==> config.mk <==
export PLATFORM = sky130hd
export DESIGN_NAME = if_fetch
export DESIGN_NICKNAME = d
export VERILOG_FILES = /design/src/rtl/if_fetch.sv
export SDC_FILE = /design/constraint.sdc
export NUM_CORES = 1
export LEC_CHECK = 0
export ABC_AREA = 1
export CAP_MARGIN = 0
export CORE_UTILIZATION = 50
export DETAILED_ROUTE_END_ITERATION = 8
export PLACE_DENSITY = 0.86
export SETUP_SLACK_MARGIN = 0.4
export SLEW_MARGIN = 20
export SYNTH_ARGS = -nofsm -noshare
export SYNTH_HDL_FRONTEND = slang
export SYNTH_SLANG_ARGS = --single-unit
==> constraint.sdc <==
create_clock -name clk -period 8.1 [get_ports clk]
set_input_delay 1.62 -clock clk [delete_from_list [all_inputs] [get_ports clk]]
set_output_delay 1.62 -clock clk [all_outputs]
set_load 0.02 [all_outputs]
==> src/rtl/if_fetch.sv <==
// ---------------------------------------------------------------------------
// if_fetch : instruction-fetch stage of the five-stage pipeline.
//
// Owns the program counter. Fetches one instruction at a time over a req/ack
// instruction-memory port that may take any number of cycles to answer. The
// fetched instruction and its PC+4 are held for the IF/ID register, and
// branch/jump redirects from ID are accepted at any time.
//
// Ports
//   clk            in   1   pipeline clock
//   rst            in   1   asynchronous reset, active-high
//   stall          in   2   00 advance; 01/10 bubble into IF/ID, fetch holds;
//                           11 hold
//   branch_flag    in   1   redirect request from ID (single-cycle pulse)
//   branch_target  in  32   redirect PC, valid with branch_flag
//   imem_req       out  1   instruction-memory request
//   imem_addr      out 32   request address (current PC)
//   imem_ack       in   1   transfer complete, sampled only while imem_req=1
//   imem_rdata     in  32   instruction, valid with imem_ack
//   if_pc_plus4    out 32   PC+4 of the held instruction
//   if_inst        out 32   held instruction, NOP_INST when none is held
//   if_valid       out  1   held instruction is valid
//   stallreq_if    out  1   no instruction ready for IF/ID
// ---------------------------------------------------------------------------
module if_fetch #(
  parameter logic [31:0] RESET_PC = 32'h0000_0000,
  parameter logic [31:0] NOP_INST = 32'h0000_0000
) (
  input  logic        clk,
  input  logic        rst,
  input  logic [1:0]  stall,
  input  logic        branch_flag,
  input  logic [31:0] branch_target,
  output logic        imem_req,
  output logic [31:0] imem_addr,
  input  logic        imem_ack,
  input  logic [31:0] imem_rdata,
  output logic [31:0] if_pc_plus4,
  output logic [31:0] if_inst,
  output logic        if_valid,
  output logic        stallreq_if
);

  // State encoding is chosen so that imem_req and if_valid are each a single
  // state flop bit, keeping both outputs free of decode glitches.
  localparam logic [1:0] ST_START = 2'b00;
  localparam logic [1:0] ST_FETCH = 2'b01;
  localparam logic [1:0] ST_READY = 2'b10;

  localparam logic [1:0] STALL_ADVANCE = 2'b00;

  // Instruction addresses are always word aligned.
  function automatic logic [31:0] word_align(input logic [31:0] addr);
    return {addr[31:2], 2'b00};
  endfunction

  logic [1:0]  state_r;
  logic [1:0]  state_nxt;
  logic [31:0] pc_r;
  logic [31:0] pc_nxt;
  logic [31:0] inst_r;
  logic [31:0] inst_nxt;
  logic [31:0] pc_plus4_r;
  logic [31:0] pc_plus4_nxt;
  logic        pend_r;
  logic        pend_nxt;
  logic [31:0] pend_target_r;
  logic [31:0] pend_target_nxt;
  logic [31:0] pc_inc;
  logic [31:0] branch_pc;

  // 32-bit modulo increment; 0xFFFF_FFFC wraps to 0.
  assign pc_inc    = pc_r + 32'd4;
  assign branch_pc = word_align(branch_target);

  // Next-state and datapath decisions for the fetch controller.
  always_comb begin
    state_nxt       = state_r;
    pc_nxt          = pc_r;
    inst_nxt        = inst_r;
    pc_plus4_nxt    = pc_plus4_r;
    pend_nxt        = pend_r;
    pend_target_nxt = pend_target_r;

    case (state_r)
      ST_START: begin
        state_nxt = ST_FETCH;
      end

      ST_FETCH: begin
        if (imem_ack) begin
          // The request completes this edge. A redirect seen now or while
          // waiting makes the returned word stale: drop it and refetch.
          if (branch_flag) begin
            pc_nxt   = branch_pc;
            pend_nxt = 1'b0;
          end else if (pend_r) begin
            pc_nxt   = pend_target_r;
            pend_nxt = 1'b0;
          end else begin
            inst_nxt     = imem_rdata;
            pc_plus4_nxt = pc_inc;
            state_nxt    = ST_READY;
          end
        end else if (branch_flag) begin
          // The bus request cannot be withdrawn, so remember where to go
          // once it completes. The newest redirect wins.
          pend_nxt        = 1'b1;
          pend_target_nxt = branch_pc;
        end else begin
          pend_nxt = pend_r;
        end
      end

      ST_READY: begin
        if (branch_flag) begin
          // Redirect beats any stall code: the held word is on the wrong path.
          pc_nxt       = branch_pc;
          inst_nxt     = NOP_INST;
          pc_plus4_nxt = 32'h0000_0000;
          state_nxt    = ST_FETCH;
        end else if (stall == STALL_ADVANCE) begin
          // IF/ID takes the instruction on this edge.
          pc_nxt       = pc_inc;
          inst_nxt     = NOP_INST;
          pc_plus4_nxt = 32'h0000_0000;
          state_nxt    = ST_FETCH;
        end else begin
          state_nxt = ST_READY;
        end
      end

      default: begin
        // Unreachable encoding: restart fetch from the current PC.
        inst_nxt     = NOP_INST;
        pc_plus4_nxt = 32'h0000_0000;
        pend_nxt     = 1'b0;
        state_nxt    = ST_START;
      end
    endcase
  end

  // Controller state and PC registers.
  always_ff @(posedge clk or posedge rst) begin
    if (rst) begin
      state_r       <= ST_START;
      pc_r          <= RESET_PC;
      pend_r        <= 1'b0;
      pend_target_r <= RESET_PC;
    end else begin
      state_r       <= state_nxt;
      pc_r          <= pc_nxt;
      pend_r        <= pend_nxt;
      pend_target_r <= pend_target_nxt;
    end
  end

  // Held instruction and its PC+4, presented to IF/ID.
  always_ff @(posedge clk or posedge rst) begin
    if (rst) begin
      inst_r     <= NOP_INST;
      pc_plus4_r <= 32'h0000_0000;
    end else begin
      inst_r     <= inst_nxt;
      pc_plus4_r <= pc_plus4_nxt;
    end
  end

  assign imem_req    = state_r[0];
  assign imem_addr   = pc_r;
  assign if_valid    = state_r[1];
  assign stallreq_if = ~state_r[1];
  assign if_inst     = inst_r;
  assign if_pc_plus4 = pc_plus4_r;

endmodule

### Word level (Yosys, flattened, before mapping)

Index checks and enable logic that the tools add are counted.

| storage, ports and cells | value |
|---|---|
| register bits after elaboration | 129 |
| input port bits | 70 |
| output and inout bits | 99 |
| logic and storage cells | 53 |

| cells by class | value |
|---|---|
| $add $sub $neg | 1 |
| eq/ne operators | 8 |
| mux-type cells | 25 |
| bitwise logic cells | 4 |
| reductions and logical operators | 9 |

Operators with widths:

| cell | number |
|---|---|
| $mux 32 | 13 |
| $pmux 32 s3 | 2 |
| $pmux 32 s2 | 1 |
| $add 32x3->32 const B | 1 |
| $mux 2 | 5 |
| $ne 3x3->1 const B | 3 |
| $ne 2x2->1 const B | 3 |
| $pmux 2 s3 | 1 |
| $reduce_and 3->1 | 2 |
| $reduce_and 5->1 | 1 |
| $logic_not 2->1 | 2 |
| $not 1->1 | 4 |
| $reduce_and 4->1 | 1 |
| $eq 2x1->1 const B | 1 |
| $eq 2x2->1 const B | 1 |
| $mux 1 | 2 |
| $pmux 1 s2 | 1 |
| $reduce_and 2->1 | 1 |
| $reduce_bool 2->1 | 1 |
| $reduce_or 2->1 | 1 |

### Logic depth before layout (Yosys ltp)

Gate-level depths: netlist of the first run.

| depth | value |
|---|---|
| word-level depth | 5 |
| mapped depth | 12 |
| depth with buffers taken out | 12 |

### Worst setup path after synthesis of the first run

OpenSTA, ideal clock, no wires.

| timing path | value |
|---|---|
| path kind | input-to-reg |
| start | input branch_flag |
| end | register pc_plus4_r[11], in the netlist if_pc_plus4[11] |
| library setup time | 0.121 ns |
| arrival | 2.600 ns |
| data required time | 7.979 ns |
| slack | 5.379 ns |
| cell stages on the path | 7 |
| path buffers | 2 |
| cells stage by stage | buf_4 -> o21ai_1 -> nand2_1 -> nor2_1 -> inv_2 -> buf_2 -> a22o_1 |

| on the way | value |
|---|---|
| longest elaborated chain between the ends | 2 |
| elaborated cells on any way between the ends | 5 |
| classes of those cells | eq/ne (2); mux (2); reduce/logical (1) |

Ends and longest elaborated chain:

| item | RTL line | source |
|---|---|---|
| start, declared | 32 | `input logic branch_flag,` |
| $ne 3x3->1 (no line), or another cell as far along | - |  |
| $reduce_and 5->1 (no line) or $pmux 32 s3 (tied branches) | - |  |
| end signal, assigned | 165 | `pc_plus4_r <= pc_plus4_nxt;` |
| end, declared | 63 | `logic [31:0] pc_plus4_r;` |

Parallel ways exist; a longest one is shown, timed or not.
A chain may end at the register's enable or synchronous reset.

### Worst setup path after layout of the first run

| timing path | value |
|---|---|
| start | input branch_flag |
| end | register pc_r[19], in the netlist imem_addr[19] |

| on the way | value |
|---|---|
| longest elaborated chain between the ends | 3 |
| elaborated cells on any way between the ends | 7 |
| classes of those cells | eq/ne (2); mux (4); reduce/logical (1) |

Ends and longest elaborated chain:

| item | RTL line | source |
|---|---|---|
| $mux 32 | 94 | `if (branch_flag) begin` |
| $mux 32 | 91 | `if (imem_ack) begin` |
| $pmux 32 s2 | 85 | `case (state_r)` |
| end signal, assigned | 152 | `pc_r <= pc_nxt;` |
| end, declared | 59 | `logic [31:0] pc_r;` |

Parallel ways exist; a longest one is shown, timed or not. The select of a mux whose other input is x is not followed.

==> results of run 1 <==
[power breakdown]
part | internal [mW] | switching (mW) | total (mW) | leakage (nW)
Combinational | 0.683 | 0.958 | 1.64 | 2.05
Clock | 0.414 | 0.249 | 0.663 | 0.252
Sequential | 0.907 | 0.241 | 1.15 | 1.57
[cell families after synthesis]
group | Yosys count
compound gates | 151
xor+xnor | 13
flops | 125
mux | 5
simple gates | 350
other cells | 1
fa+ha+maj | 1
buf+inv | 101
[layer usage]
layer | wire length [microns] | share of wire (%)
met1 | 7200 | 42
met2 | 7790 | 45
met3 | 1630 | 9.5
met4 | 597 | 3.5
met5 | 0 | 0
[state kept, by name, summed over array words and instances, names as in the netlist]
name,cells
if_inst,32
if_pc_plus4,30
imem_addr,30
pend_target_r,30
state_r,2
pend_r,1
[worst min path at each step]
stage | to | depth (start not counted) | startpoint
final | pend_target_r[2] | 2 | pend_target_r[2]
after CTS | pend_target_r[2] | 2 | pend_target_r[2]
after global routing | if_inst[5] | 1 | if_inst[5]
after floorplan | pend_target_r[2] | 2 | pend_target_r[2]
after detailed placement | pend_target_r[2] | 2 | pend_target_r[2]
after global placement | pend_target_r[2] | 2 | pend_target_r[2]
[per-stage QoR]
stage	util [%]	setup WS, ns	hold WS, ns	instances	instance area (sq um)
after floorplan	-	3.15	0.434	750	6110
after global placement	66.2	3.31	0.451	1019	7730
final	70.6	3.49	0.471	1047	8240
after detailed placement	66.2	3.22	0.454	1019	7730
after CTS	70.6	3.59	0.466	1047	8240
after global routing	70.6	3.35	0.503	1047	8240
[critical path, stage by stage]
cell and delay [ns]:
clkdlybuf4s50_1 0.46, buf_4 0.39, inv_2 0.27, o21ai_1 0.19, nand2_1 0.12, a21oi_2 0.78
inv_2 0.57, a21oi_1 0.30, nand2_1 0.10, o21ai_1 0.10
[Yosys cell counts]
| cell | number |
|---|---|
| nand2_1 | 245 |
| dfrtp_1 | 125 |
| nor2_1 | 55 |
| inv_1 | 54 |
| o21ai_0 | 51 |
| a21oi_1 | 47 |
| a22o_1 | 43 |
| nand3_1 | 35 |
| buf_2 | 14 |
| clkbuf_1 | 13 |
| xor2_1 | 11 |
| buf_4 | 8 |
| inv_2 | 8 |
| mux2_2 | 5 |
| nand3b_1 | 5 |
| o21ai_1 | 4 |
| nand2_2 | 3 |
| nor2_2 | 3 |
| buf_1 | 2 |
| buf_6 | 2 |
| nor2_4 | 2 |
| o211ai_1 | 2 |
| xnor2_1 | 2 |
| a21oi_2 | 1 |
| conb_1 | 1 |
| ha_1 | 1 |
| nor3_1 | 1 |
| o21bai_1 | 1 |
| o22ai_1 | 1 |
| o31ai_1 | 1 |
| or2_2 | 1 |
[layout make-up]
class / instances / area [sq um] / area share (%)
clock inverters: 2 / 10.0 / 0.122
repair buffers: 165 / 1640 / 20.0
multi-input cells: 524 / 2540 / 30.8
inverters: 62 / 235 / 2.86
flip-flops and latches: 125 / 3130 / 38.0
well taps: 143 / 179 / 2.17
clock buffers: 26 / 499 / 6.06
==> run_results.csv, run 1 <==
group,metric,value,unit
cells_and_area,num_antenna_cells,0,
clock_network,clk_latency,0.42,ns
setup_path,critPathMaxFanout,45,
job,cap_violations,0,
cells_and_area,area_delta_synth_final,35.0,%
sta,min_period,4.61,ns
yosys,synth-xor-area-share,1.87,%
yosys,ys_ff_latch,125,
routing,final_antenna_net_count,0,
setup_path,rr_startpoint,"state_r[0]",
setup_path,crit_type,"input pin to register",
grt,grt_pass1_wl,27.3,mm
routing,dr.pass1.iters,6,
setup_path,critPathArrivalTime,4.95,ns
floorplanning,start_util,52.3,%
floorplanning,die_area,12600,sq um
yosys,yosys-top-cells-area,"dfrtp_1 (51%), nand2_1 (15%), a22o_1 (6.2%), o21ai_0 (4.2%), a21oi_1 (3.9%)",
sta,drv_slew,0,
clock_network,post_cts_buffers,0,
setup_path,start_kind,"input pin",
yosys,synth-simple-area-share,23.1,%
sta,clock_skew,0.00918,ns
cells_and_area,drive_above_1_share,5.53,%
grt,gr-usage-met2,44.3,%
worst_hold_path,hold_class,"register to register",
clock_network,cts-buffers-inserted,17,
yosys,synth.area.mux_share,0.923,%
setup_path,worstPathRequired,8.43,ns
power_and_ir_drop,p_leak,3.87,nW
grt,met1_usage,35.3,%
clock_network,clock_path_buffers,2,
power_and_ir_drop,powerDensity,419,nW/um^2
clock_network,htreeDepth,4,
yosys,yosysWarnings,0,
routing,viasPerCell,5.58,
clock_network,cts.sinks,125,
status,status,"finished, final reports clean",
sta,relSlewSlack,30.5,%
grt,grt_overflow,0,
grt,globalRouteTotalUtil,28.0,%
setup_path,r2r_slack,5.14,ns
clock_network,cts_root_buf,"clkbuf_16",
routing,vias,5842,
yosys,synth_area,6100,sq um
routing,drcViolationCount,0,
yosys,synth_top_area_cell,"dfrtp_1",
yosys,syn_area_per_cell,8.16,sq um
floorplanning,rows,39,
setup_path,crit_end,"imem_addr[19]",
clock_network,clk_pin_slew_worst_paths,0.05,ns
sta,rsz0062_at_grt,"no",
grt,grt_util_met3,8.64,%
place,io_buffers,162,
yosys,synth_cells,747,
yosys,synth_top_family_by_area,"simple AND/OR/NAND/NOR gates",
power_and_ir_drop,ir_worst_vdd,0.181,mV
floorplanning,die_width,112,microns
setup_path,r2r-end,"imem_addr[19]",
floorplanning,io_pins,169,
place,gp_congestion,0.898,
clock_network,cts_resized,0,
routing,drt_iter0_drc,483,
grt,antenna_found_initial,0,
yosys,synthAdderAreaFrac,0.205,%
floorplanning,core_area,11700,sq um
routing,wl,17.2,mm
setup_path,crit_path_end_kind,"register",
routing,wire_per_inst,16.4,microns
clock_network,ctsHoldBuffers,0,
yosys,yosys.area.top_type_share,51.3,%
clock_network,cts_tree,"built",
cells_and_area,mostFrequentLayoutCells,"nand2_1 (245), clkdlybuf4s50_1 (162), dfrtp_1 (125)",
yosys,synth_compound_area_share,15.3,%
place,dp_hpwl,11.6,mm
yosys,synth-seq-area-share,51.3,%
sta,finalHoldViolCount,0,
power_and_ir_drop,total_power,3.45,mW
sta,max_freq,217,MHz
cells_and_area,fill_cells,905,
setup_path,rr_worst_depth,8,
sta,setup_tns,0,ns
cells_and_area,finalNetCount,966,
cells_and_area,layout_commonest_cell,"nand2_1",
setup_path,critPathLaunch,"branch_flag",
sta,tightest_slew,1.04,ns
grt,grt_max_degree,72,
yosys,synth_cell_types,31,
grt,grt_pass1_vias,5516,
grt,busiest_layer,"met2",
sta,setup_viol,0,
sta,period_share,57.0,%
floorplanning,die_h,112,microns
Note: power is estimated with default switching activity, not from simulation.
==> run 2: changes to the inputs <==
--- a/config.mk
+++ b/config.mk
@@ -7,9 +7,9 @@
 export LEC_CHECK = 0
 export ABC_AREA = 1
 export CAP_MARGIN = 0
-export CORE_UTILIZATION = 50
+export CORE_UTILIZATION = 44
 export DETAILED_ROUTE_END_ITERATION = 8
-export PLACE_DENSITY = 0.86
+export PLACE_DENSITY = 0.8
 export SETUP_SLACK_MARGIN = 0.4
 export SLEW_MARGIN = 20
 export SYNTH_ARGS = -nofsm -noshare
==> constraint.sdc (replaced) <==
create_clock -name clk -period 3.9 [get_ports clk]
set_input_delay 0.78 -clock clk [delete_from_list [all_inputs] [get_ports clk]]
set_output_delay 0.78 -clock clk [all_outputs]
set_load 0.02 [all_outputs]
==> run_results.csv, run 2 (same netlist as run 1, synthesis figures left out) <==
group,metric,value,unit
clock_network,cts_tree,"built",
place,pre_cts_ws,0.732,ns
job,cap_violations,0,
power_and_ir_drop,seqPwrFrac,32.7,%
setup_path,start_kind,"input pin",
setup_path,rr_worst_depth,8,
grt,grt_pass1_wl,27.3,mm
sta,rsz0062_at_grt,"no",
sta,period_share,72.2,%
place,placed_cell_area,7800,sq um
place,gp_congestion,0.911,
sta,clock_skew,0.00776,ns
clock_network,cts_root_buf,"clkbuf_16",
grt,grt_overflow,0,
grt,grt_max_degree,67,
cells_and_area,layout_commonest_cell,"nand2_1",
cells_and_area,largest_reg_flops,32,
grt,met1_usage,33.8,%
setup_path,r2r-end,"imem_addr[25]",
sta,timing.final.ws_setup,1.08,ns
floorplanning,start_util,45.5,%
setup_path,cp_common_cell,"inv_2",
cells_and_area,fill_cells,1155,
routing,wire_per_inst,15.7,microns
sta,drv_slew,0,
setup_path,critPathArrivalTime,3.16,ns
clock_network,cts-buffers-inserted,17,
power_and_ir_drop,swShare,41.1,%
place,io_buffers,162,
setup_path,crit_type,"input pin to register",
power_and_ir_drop,share_comb_of_total_power,46.5,%
status,status,"finished, final reports clean",
floorplanning,die_area,14300,sq um
sta,setup_viol,0,
routing,final_antenna_net_count,0,
grt,antenna_found_initial,0,
cells_and_area,final_area,8370,sq um
cells_and_area,area_delta_synth_final,37.3,%
routing,drcViolationCount,0,
floorplanning,die_h,120,microns
grt,gr-usage-met2,36.8,%
power_and_ir_drop,ir_worst_vdd,0.480,mV
sta,relSlewSlack,29.9,%
sta,setup_tns,0,ns
setup_path,crit_path_end_kind,"register",
power_and_ir_drop,power_switching,2.99,mW
routing,wl,17.1,mm
place,dp_hpwl,12.0,mm
floorplanning,rows,42,
setup_path,rr_startpoint,"state_r[0]",
cells_and_area,finalNetCount,969,
setup_path,critPathMaxFanout,41,
routing,vias,5679,
cells_and_area,finish.utilization,62.5,%
grt,grt_pass1_vias,5257,
routing,viasPerCell,5.23,
worst_hold_path,hold_start,"pend_target_r[2]",
floorplanning,io_pins,169,
clock_network,clk_latency,0.42,ns
worst_hold_path,hold_path_end,"pend_target_r[2]",
clock_network,post_cts_buffers,0,
clock_network,clk_pin_slew_worst_paths,0.05,ns
sta,finalHoldViolCount,0,
routing,drt_iter0_drc,574,
power_and_ir_drop,p_leak,3.91,nW
floorplanning,core_area,13400,sq um
sta,max_freq,355,MHz
setup_path,r2r_slack,1.60,ns
power_and_ir_drop,internal-power,4.29,mW
worst_hold_path,whs_path_depth,2,
cells_and_area,num_antenna_cells,0,
clock_network,clock_path_buffers,2,
setup_path,cpMaxStageDelayCell,"inv_2",
sta,min_period,2.82,ns
setup_path,critPathLaunch,"branch_flag",
cells_and_area,drive_above_1_share,6.26,%
setup_path,worstPathRequired,4.24,ns
worst_hold_path,hold_class,"register to register",
grt,globalRouteTotalUtil,24.7,%
setup_path,critPathMaxStageDelay,0.54,ns
clock_network,htreeDepth,4,
setup_path,path_cells,"clkdlybuf4s50_1 > inv_2 > o21ai_1 > nand2_1 > a21oi_2 > buf_4 > inv_2 > nor2_1 > a21oi_1",
cells_and_area,mostFrequentLayoutCells,"nand2_1 (245), clkdlybuf4s50_1 (162), dfrtp_1 (125)",
clock_network,cts_resized,0,
grt,grt_util_met3,7.03,%
power_and_ir_drop,total_power,7.29,mW
grt,busiest_layer,"met2",
clock_network,cts.sinks,125,
clock_network,ctsHoldBuffers,0,
floorplanning,die_width,120,microns
power_and_ir_drop,p_clk_share,20.9,%
routing,dr.pass1.iters,5,
sta,tightest_slew,1.05,ns
power_and_ir_drop,powerDensity,871,nW/um^2
run 2: cell types whose count changed in the layout (fill, tap and decap cells not counted):
cell,before,now
clkinv_2,2,4
buf_12,0,1
clkinvlp_4,0,2
bufinv_16,0,2
clkbuf_8,4,3
inv_4,1,0
clkbuf_1,5,4
buf_4,3,5
run 2: worst max-delay path, delay by kind of cell:
| kind | cells | cell delay, ns |
|---|---|---|
| AOI/OAI and AO/OA | 3 | 0.40 |
| buffers and inverters | 4 | 1.62 |
| and+or+nand+nor | 2 | 0.34 |
run 2: stage by stage:
| step | hold WS [ns] | std cells |
|---|---|---|
| floorplan | 0.434 | 750 |
| global placement | 0.449 | 1055 |
| detailed placement | 0.454 | 1055 |
| CTS | 0.467 | 1086 |
| global route | 0.493 | 1086 |
| finish | 0.470 | 1086 |
run 2: final cells by class:
type	count	area (sq um)	share of cell area [%]
clock buffers	24	482	5.75
clock inverters	7	87.6	1.05
inverters	62	236	2.82
multi-input cells	524	2540	30.3
flip-flops and latches	125	3130	37.4
well taps	176	220	2.63
repair buffers	168	1680	20.1
run 2: power groups by stage:
stage,clock (mW),sequential (mW),combinational (mW)
2_1_floorplan,0,2.76,1.62
3_3_place_gp,0,2.36,3.31
3_5_place_dp,0,2.39,3.36
4_1_cts,1.54,2.37,3.39
5_1_grt,1.61,2.45,3.69
6_report,1.52,2.38,3.39
run 2: how the worst max path moves through the flow:
stage	to	depth (start not counted)
floorplan	if_inst[0]	1
global placement	imem_addr[23]	9
detailed placement	if_pc_plus4[15]	9
CTS	if_inst[6]	9
global route	if_pc_plus4[7]	10
finish	imem_addr[25]	9
run 2: per-layer routing:
layer	wire, microns	share of wire (%)
met5	0	0
met4	359	2.1
met3	1570	9.2
met2	7620	45
met1	7510	44
==> run 3: changes to the inputs <==
--- a/config.mk
+++ b/config.mk
@@ -7,9 +7,9 @@
 export LEC_CHECK = 0
 export ABC_AREA = 1
 export CAP_MARGIN = 0
-export CORE_UTILIZATION = 44
+export CORE_UTILIZATION = 48
 export DETAILED_ROUTE_END_ITERATION = 8
-export PLACE_DENSITY = 0.8
+export PLACE_DENSITY = 0.83
 export SETUP_SLACK_MARGIN = 0.4
 export SLEW_MARGIN = 20
 export SYNTH_ARGS = -nofsm -noshare
==> constraint.sdc (replaced) <==
create_clock -name clk -period 2.6 [get_ports clk]
set_input_delay 0.52 -clock clk [delete_from_list [all_inputs] [get_ports clk]]
set_output_delay 0.52 -clock clk [all_outputs]
set_load 0.02 [all_outputs]
==> run_results.csv, run 3 (same netlist as run 1, synthesis figures left out) <==
group,metric,value,unit
sta,finalHoldViolCount,0,
cells_and_area,num_antenna_cells,0,
grt,antenna_found_initial,0,
sta,tightest_slew,0.707,ns
place,io_buffers,162,
sta,min_period,2.10,ns
grt,grt_pass1_wl,28.1,mm
sta,max_freq,476,MHz
routing,wl,17.4,mm
clock_network,cts.sinks,125,
setup_path,cp_top_family,"buffers and inverters",
grt,grt_pass1_vias,5637,
power_and_ir_drop,powerDensity,1300,nW/um^2
setup_path,cpMaxStageDelayCell,"clkdlybuf4s50_1",
power_and_ir_drop,seqPwrFrac,32.5,%
sta,rsz0062_at_grt,"no",
setup_path,crit_type,"register to primary output",
routing,final_antenna_net_count,0,
status,status,"finished, final reports clean",
floorplanning,rows,40,
clock_network,cts_root_buf,"clkbuf_16",
routing,vias,5785,
setup_path,critPathMaxStageDelay,0.66,ns
routing,dr.pass1.iters,5,
setup_path,path_cells,"clkdlybuf4s50_1",
clock_network,clock_path_buffers,2,
setup_path,critPathMaxFanout,5,
cells_and_area,fill_cells,965,
grt,grt_overflow,0,
power_and_ir_drop,p_leak,3.95,nW
power_and_ir_drop,share_comb_of_total_power,47.5,%
setup_path,start_kind,"register",
routing,drt_iter0_drc,622,
cells_and_area,multiInputGateArea,2550,sq um
sta,clock_skew,0.00553,ns
power_and_ir_drop,power_switching,4.63,mW
cells_and_area,final_cells,1087,
grt,grt_max_degree,63,
clock_network,clk_latency,0.42,ns
clock_network,cts_tree,"built",
setup_path,crit_buf_inv,1,
place,dp.cells,1051,
routing,viasPerCell,5.32,
setup_path,worstPathRequired,2.08,ns
floorplanning,die_h,115,microns
floorplanning,io_pins,169,
cells_and_area,mostFrequentLayoutCells,"nand2_1 (245), clkdlybuf4s50_1 (162), dfrtp_1 (125)",
grt,globalRouteTotalUtil,28.0,%
sta,setup_viol,0,
setup_path,critPathArrivalTime,1.58,ns
sta,drv_slew,0,
cells_and_area,largest_reg_flops,32,
place,gp_congestion,0.919,
job,cap_violations,0,
power_and_ir_drop,ir_worst_vdd,0.583,mV
power_and_ir_drop,internal-power,6.40,mW
clock_network,ctsHoldBuffers,0,
clock_network,cts-buffers-inserted,17,
sta,setup_tns,0,ns
floorplanning,core_area,12200,sq um
cells_and_area,seq_area,3130,sq um
power_and_ir_drop,p_clk_share,20.0,%
worst_hold_path,hold_class,"register to register",
cells_and_area,area_delta_synth_final,38.8,%
cells_and_area,finalNetCount,977,
clock_network,htreeDepth,4,
sta,relSlewSlack,52.8,%
place,dp_hpwl,11.8,mm
floorplanning,die_width,115,microns
sta,period_share,80.9,%
clock_network,clk_pin_slew_worst_paths,0.06,ns
routing,drcViolationCount,0,
cells_and_area,drive_above_1_share,7.83,%
cells_and_area,layout_commonest_cell,"nand2_1",
floorplanning,die_area,13200,sq um
routing,wire_per_inst,16.0,microns
setup_path,crit_path_end_kind,"primary output",
floorplanning,start_util,49.9,%
power_and_ir_drop,swShare,42.0,%
run 3: changes by cell type in the layout (fill, tap and decap cells not counted), sizes merged:
cell and delta:
bufinv -1, clkinv +5, clkbuf -6, clkinvlp +4, buf +7
run 3: routing by layer:
| layer | GRT usage [%] | share of wire [%] |
|---|---|---|
| met5 | 0 | 0 |
| met4 | 11.1 | 2.4 |
| met3 | 7.04 | 9.6 |
| met2 | 44.6 | 46 |
| met1 | 36.8 | 42 |
run 3: power by group through the flow:
stage / sequential (mW) / combinational, mW / clock [mW]
4_1_cts: 3.56 / 5.22 / 2.23
3_5_place_dp: 3.57 / 5.12 / 0
2_1_floorplan: 4.14 / 2.43 / 0
3_3_place_gp: 3.53 / 5.06 / 0
5_1_grt: 3.68 / 5.69 / 2.33
6_report: 3.58 / 5.23 / 2.21
run 3: metrics by stage:
step	hold WS (ns)	worst slack [ns]	area [sq um]	util, %	power (mW)
floorplan	0.434	0.541	6110	-	6.57
global placement	0.448	0.190	7860	64.4	8.59
detailed placement	0.455	0.144	7860	64.4	8.69
CTS	0.475	0.443	8460	69.2	11.0
global route	0.488	0.416	8460	69.3	11.7
finish	0.472	0.497	8460	69.3	11.0
run 3: path summary, 6_finish.rpt:
kind,startpoint,endpoint,slack (ns),cells past startpoint
worst min-delay path,pend_target_r[2],pend_target_r[2],0.47,2
max in group asynchronous,rst,if_inst[4],1.29,3
worst max register to register,imem_addr[2],imem_addr[14],0.52,10
min in group asynchronous,rst,imem_addr[6],0.52,2
worst max-delay path,imem_addr[18],imem_addr[18],0.50,1
worst min register to register,pend_target_r[2],pend_target_r[2],0.47,2
run 3: cell type report:
class,count,share of cell area (%)
tap,168,2.48
clock inverter,14,1.43
sequential,125,37.0
timing repair inverter,1,0.0887
multi-input combinational,524,30.1
inverter,62,2.84
timing repair buffer,175,20.9
clock buffer,18,5.19
run 3: what timing repair did:
action / in CTS / in global routing
endpoints found under the setup margin: 6 / 21
setup buffers: 3 / 0
gates cloned: 1 / 0
hold endpoints to repair: 0 / 0
gates resized for setup: 2 / 2
pin swaps: 0 / 0
